--- src/rtl/uart_xmt_frame_reg.sv ---
// UART transmit framing block: double-buffered holding register feeding a
// FRAME_LEN-bit shift engine that is paced by an external baud tick.
// Frames go out LSB first: start 0, data, optional parity, stop ones.
module uart_xmt_frame_reg #(
  parameter int unsigned DATA_WIDTH  = 8,
  parameter int unsigned PARITY_MODE = 0,  // 0 none, 1 even, 2 odd
  parameter int unsigned STOP_BITS   = 1
) (
  input  logic                  i_clk,
  input  logic                  i_rst,
  input  logic [DATA_WIDTH-1:0] i_data_bus,
  input  logic                  i_load_xmt_register,
  input  logic                  i_bit_tick,
  input  logic                  i_clear_overrun,
  output logic                  o_serial_out,
  output logic                  o_xmt_busy,
  output logic                  o_hold_empty,
  output logic                  o_overrun
);

  localparam int unsigned ParBits  = (PARITY_MODE != 0) ? 1 : 0;
  localparam int unsigned FrameLen = 1 + DATA_WIDTH + ParBits + STOP_BITS;
  localparam int unsigned CntW     = $clog2(FrameLen + 1);

  typedef enum logic [0:0] {StIdle, StShift} state_e;

  state_e                r_state, w_state_nxt;
  logic [FrameLen-1:0]   r_shift, w_shift_nxt;
  logic [CntW-1:0]       r_cnt, w_cnt_nxt;
  logic [DATA_WIDTH-1:0] r_hold, w_hold_nxt;
  logic                  r_hold_empty, w_hold_empty_nxt;
  logic                  r_overrun, w_overrun_nxt;
  logic [FrameLen-1:0]   w_frame;

  // Out-of-range parameters are a configuration error; flag them in simulation.
  always_ff @(posedge i_clk) begin
    assert (DATA_WIDTH >= 5 && DATA_WIDTH <= 9 && PARITY_MODE <= 2 &&
            STOP_BITS >= 1 && STOP_BITS <= 2)
      else $error("uart_xmt_frame_reg: illegal DATA_WIDTH/PARITY_MODE/STOP_BITS");
  end

  // Assemble the frame from the holding register; stop bits come from the '1 default.
  always_comb begin
    w_frame                = '1;
    w_frame[0]             = 1'b0;
    w_frame[DATA_WIDTH:1]  = r_hold;
    if (PARITY_MODE == 1) begin
      w_frame[DATA_WIDTH+1] = ^r_hold;
    end else if (PARITY_MODE == 2) begin
      w_frame[DATA_WIDTH+1] = ~^r_hold;
    end
  end

  // Next-state: holding register writes, overrun flag and the IDLE/SHIFT engine.
  always_comb begin
    w_state_nxt      = r_state;
    w_shift_nxt      = r_shift;
    w_cnt_nxt        = r_cnt;
    w_hold_nxt       = r_hold;
    w_hold_empty_nxt = r_hold_empty;
    w_overrun_nxt    = r_overrun;

    if (i_clear_overrun) begin
      w_overrun_nxt = 1'b0;
    end
    // A losing write sets overrun after the clear so the set wins.
    if (i_load_xmt_register) begin
      if (r_hold_empty) begin
        w_hold_nxt       = i_data_bus;
        w_hold_empty_nxt = 1'b0;
      end else begin
        w_overrun_nxt = 1'b1;
      end
    end

    unique case (r_state)
      StIdle: begin
        // Write and transfer cannot both touch hold_empty: a write is only
        // accepted when empty, a transfer only happens when full.
        if (!r_hold_empty) begin
          w_shift_nxt      = w_frame;
          w_hold_empty_nxt = 1'b1;
          w_cnt_nxt        = '0;
          w_state_nxt      = StShift;
        end
      end
      StShift: begin
        if (i_bit_tick) begin
          w_shift_nxt = {1'b1, r_shift[FrameLen-1:1]};
          w_cnt_nxt   = r_cnt + CntW'(1);
          if (r_cnt == CntW'(FrameLen - 1)) begin
            w_state_nxt = StIdle;
          end
        end
      end
      default: w_state_nxt = StIdle;
    endcase
  end

  // State registers; reset abandons any frame and drives the line high at once.
  always_ff @(posedge i_clk or posedge i_rst) begin
    if (i_rst) begin
      r_state      <= StIdle;
      r_shift      <= '1;
      r_cnt        <= '0;
      r_hold       <= '0;
      r_hold_empty <= 1'b1;
      r_overrun    <= 1'b0;
    end else begin
      r_state      <= w_state_nxt;
      r_shift      <= w_shift_nxt;
      r_cnt        <= w_cnt_nxt;
      r_hold       <= w_hold_nxt;
      r_hold_empty <= w_hold_empty_nxt;
      r_overrun    <= w_overrun_nxt;
    end
  end

  // The shift register is all ones whenever idle, so bit 0 is the line itself.
  assign o_serial_out = r_shift[0];
  assign o_xmt_busy   = (r_state == StShift);
  assign o_hold_empty = r_hold_empty;
  assign o_overrun    = r_overrun;

endmodule

--- config.mk ---
export PLATFORM = sky130hd
export DESIGN_NAME = uart_xmt_frame_reg
export DESIGN_NICKNAME = d
export VERILOG_FILES = /design/src/rtl/uart_xmt_frame_reg.sv
export SDC_FILE = /design/constraint.sdc
export NUM_CORES = 1
export LEC_CHECK = 0
export CAP_MARGIN = 10
export CORE_ASPECT_RATIO = 1.4
export CORE_MARGIN = 1.5
export CORE_UTILIZATION = 48
export DETAILED_ROUTE_END_ITERATION = 10
export PLACE_DENSITY = 0.79
export SLEW_MARGIN = 15
export SYNTH_ARGS = -nofsm -noshare
export SYNTH_HDL_FRONTEND = slang
export SYNTH_SLANG_ARGS = --single-unit
--- constraint.sdc ---
create_clock -name i_clk -period 1.5 [get_ports i_clk]
set_input_delay 0.3 -clock i_clk [delete_from_list [all_inputs] [get_ports i_clk]]
set_output_delay 0.3 -clock i_clk [all_outputs]
set_load 0.005 [all_outputs]
=== Yosys cells after proc, flatten, opt, wreduce, memory -nomap -nowiden ===
Index checks and enable logic that the tools add are counted.

* Flip-flop bits (word level): 25
* Bits in latches: 0
* Bits in writable memories: 0
* Bits in read-only memories: 0
* Bits of input ports: 13
* Output and inout bits: 4
* Word-level logic and storage cells: 29
* Memories kept: 0

* Add/subtract/negate cells: 1
* $mul: 0
* Divide/modulo/power cells: 0
* $lt $le $gt $ge: 0
* Equal/unequal tests: 3
* Shift operators: 0
* Multiplexer cells: 16
* Bitwise logic cells: 1
* Reduce and logical (&&, ||, !) cells: 2

{| class="wikitable"
|+ Operators by type and width
! operator !! count
|-
| $mux 10 || 2
|-
| $pmux 10 s2 || 1
|-
| $mux 1 || 9
|-
| $mux 4 || 2
|-
| $pmux 4 s2 || 1
|-
| $add 4x1->4 const B || 1
|-
| $eq 4x4->1 const B || 1
|-
| $ne 2x2->1 const B || 2
|-
| $reduce_and 2->1 || 2
|-
| $pmux 1 s2 || 1
|-
| $not 1->1 || 1
|}

=== Longest topological paths before layout ===
* Depth in word-level cells: 4
* Depth in mapped cells: 5
* Mapped depth without buffers: 5

=== Worst setup path before layout ===
No wires, ideal clock.

* Kind: flip-flop to flip-flop
* Start point: reg r_hold_empty (netlist: o_hold_empty)
* End point: reg r_hold[0]
* Data arrival time: 1052 ps
* Data required time: 1375 ps
* Path slack: 323 ps
* Cell stages (with the launch flop): 4
* Path buffers: 1
* Clock period less this slack: 1177 ps
* Cell sequence: dfstp_2 buf_6 nand2_8 mux2_4

* Cells in the longest elaborated chain, start to end: 1

{| class="wikitable"
|+ Ends and longest elaborated chain
! element !! line !! source
|-
| start: declaration || 31 || <nowiki>logic r_hold_empty, w_hold_empty_nxt;</nowiki>
|-
| start signal: assignment || 114 || <nowiki>r_hold_empty <= w_hold_empty_nxt;</nowiki>
|-
| $reduce_and 2->1 (no line) || n/a ||
|-
| end signal: assignment || 113 || <nowiki>r_hold <= w_hold_nxt;</nowiki>
|-
| end: declaration || 30 || <nowiki>logic [DATA_WIDTH-1:0] r_hold, w_hold_nxt;</nowiki>
|}

Every way passes these cells.
A chain may end at the register's enable or synchronous reset.

=== Worst setup path after layout ===
* Start point: reg r_hold_empty (netlist: o_hold_empty)
* End point: out o_hold_empty

{| class="wikitable"
|+ RTL lines
! element !! line !! source
|-
| end: declaration || 17 || <nowiki>output logic o_hold_empty,</nowiki>
|}

No word-level cell between the ends.

==> impl_results.md <==
* Slew Limit Headroom at 0.802
* Die Area at 2900 µm²
* Die X at 45.9 µm
* Synth Cell Area at 1240 µm²
* Nets@finish at approximately 140
* Htree depth at 1
* Leak at roughly 0.66 nW
* Setup violations, final at 0
* Worst r2r path cells at 4
* Clk slew on worst S/H paths at 120 ps
* Met2 Routed Length at about 1.0 mm
* CP cell instances: dlygate4sd2_1
* Gr usage total at 0.158
* RSZ-0062 raised after global routing: false
* Logic gate share of total power at 0.351
* Net count after synthesis at about 110
* Crit share post-route at 0.926
* Total of max-cap violations at 0
* Final ANT Viol Nets at 0
* Most frequent cells in the layout: dfrtp_1, clkdlybuf4s50_1, dfstp_2
* Overflow after GRT at 0
* Crit path capture type: output pin
* Vias in the first global route at 801
* Switching part of the total at 0.304
* Rows at 21
* Layout fillers at between 150 and 200
* Clock Skew at roughly 1.7 ps
* Clock root buffer: clkbuf_4
* Largest net degree at the start of global routing at 25
* Worst endpoint required time at 1200 ps
* Worst setup path endpoint: o_hold_empty
* Minimum clock period at around 1400 ps
* Cell Area, Placed at 1460 µm²
* Die Height at between 60 and 70 µm
* Io pins at 17
* Reg2reg setup slack at around 180 ps
* Via count at between 700 and 800
* Power Density at about 1500 nW/µm²
* Sink Count at 24
* CP top delay family: flip-flops
* Layout area overhead at 21.4%
* Crit Reg-Reg Startpoint: o_hold_empty
* Initial Util at 0.512
* Mean Syn Cell Area at approximately 13 µm²
* Routed WL at 2.00 mm
* CP Data Arrival Time at about 1100 ps
* Initial antenna violation count at 0
* R2r endpoint: r_hold[5]
* Final Max Slew Viols at 0
* Final instance area at between 1500 and 2000 µm²
* DP HPWL at around 1.4 mm
* Flops & latches, synth at 24
* Core Area at 2420 µm²
* Worst setup path start: o_hold_empty
* Worst skew pair latency at between 300 and 400 ps
* Hold Fails Final Rpt at 0
* WP depth at 1
* Max layer used: met4
* # diodes at 0
* Routed wl met3 at around 54 µm
* Layout cells sized above 1 at 0.331
* Netlist cell types at 27
* Max IR drop VDD at just over 0.0008 V
* 1st-pass router iterations at 4
* Commonest non-fill, non-tap cell in the layout: dfrtp_1
* Buffers & Inverters on Critical Path at 1
* Seq/Total Area, Yosys at 0.495
* CP max FO at 2
* DRC viols at 0
* Gate Count Post-Synth at between 90 and 100
* Outcome: completed
* Port bufs at 16
* Ys Warns at 0
* Placer Congestion at 0.753
* M1 WL at 864 µm
* Total CTS buffers at 3
* Routed wire per std cell at approximately 13 µm
* Slowest library cell on the worst path: dfstp_2
* Layout Utilization at 0.622
* Setup_tns at 0 ps
* Vias/cell at between 5 and 6
* Sw Pwr at between 600 and 700 µW
* Worst slew pin tran at a little under 300 ps
* Drt initial violations at 13
* Clock group share of total power at 0.123
* Peak Freq at ~0.7 GHz
* First-pass GRT wire length at 3.43 mm
* CP peak stage delay at ~540 ps
* CP Launch Type: flop
* WS Path Type: flop to output pin
* Reg power frac at 0.526
* CTS tree: done
* Cell Int Power at between 1.5 and 2 mW
* Maximum clock path buffer count at 2
* Worst Hold Class: primary input to async pin
metrics by stage:
step | setup WS, ps | total power, mW | cells | hold slack, ps
after floorplan | 323 | 1.74 | 97 | 307
after global routing | 64.1 | 2.38 | 155 | 363
final | 110 | 2.23 | 155 | 316
after detailed placement | 33.8 | 1.96 | 149 | 485
after CTS | 11.6 | 2.25 | 155 | 324
after global placement | 30.0 | 1.92 | 149 | 487
logic make-up (layout without fill, tap and decap cells):
group / after synthesis / in the layout / synth area share
adders and majority gates: 2 / 2 / 0.0202
DFF: 24 / 24 / 0.495
AOI/OAI and AO/OA: 26 / 26 / 0.151
and+or+nand+nor: 18 / 18 / 0.103
buffers and inverters: 9 / 33 / 0.0526
xor gates and xnor gates: 1 / 1 / 0.00708
muxes: 17 / 17 / 0.171
synth_stat cells:
library cell	n	area (µm²)
ha_1	2	25.0
nand2_1	2	7.51
a211oi_2	5	62.6
buf_2	1	5.00
nor2b_4	1	13.8
nand2_8	1	20.0
nor2_1	2	7.51
nor3_2	1	10.0
xnor2_1	1	8.76
buf_6	4	45.0
o21ai_1	2	10.0
a211oi_1	3	22.5
mux2i_1	8	80.1
nor2b_1	8	50.1
a21oi_1	8	40.0
mux2_2	1	11.3
dfrtp_1	14	350
dfstp_2	10	263
mux2_4	8	120
and2b_1	1	7.51
o22ai_1	1	6.26
a22o_1	2	17.5
a21boi_0	1	7.51
inv_1	4	15.0
o21ai_0	4	20.0
nand4_1	1	6.26
nand3_1	1	5.00
area by class of cell:
type / count / area (µm²) / area share
clock buffers: 3 / 22.5 / 0.0150
inverters: 4 / 15.0 / 0.00999
multi-input cells: 64 / 559 / 0.372
flip-flops and latches: 24 / 613 / 0.408
well taps: 34 / 42.5 / 0.0283
repair buffers: 26 / 250 / 0.167
routing by layer:
| metal | up-vias | global-route usage |
|---|---|---|
| li1 | 394 | - |
| met1 | 380 | 0.192 |
| met2 | 15 | 0.266 |
| met3 | 2 | 0.0172 |
| met4 | 0 | 0.0714 |
| met5 | - | 0 |
what timing repair did:
item | CTS | global route
gates cloned | 0 | 0
buffers inserted | 3 | 0
setup endpoints to repair | 3 | 2
hold buffers | 0 | 0
gates resized for setup | 2 | 2
power by group through the flow:
stage	registers, mW	clock network [mW]	logic (mW)
after floorplan	1.14	0	0.600
after detailed placement	1.19	0	0.767
after global placement	1.18	0	0.737
after global routing	1.21	0.302	0.870
after CTS	1.17	0.286	0.795
final	1.17	0.274	0.783
worst min-delay path by stage:
stage	startpoint	to	slack, ps	depth (start not counted)
detailed placement	r_hold[3]	r_hold[3]	490	1
CTS	i_rst	r_cnt[3]	320	3
floorplan	i_rst	o_overrun	310	1
global placement	r_hold[4]	r_hold[4]	490	1
finish	i_rst	r_cnt[1]	320	3
global route	i_rst	r_cnt[2]	360	3
sequential cells by signal, summed over array words and instances (netlist names):
register	count
r_cnt	4
r_hold	8
o_xmt_busy	1
r_shift	9
o_hold_empty	1
o_overrun	1
(Power assumes the default switching activity.)
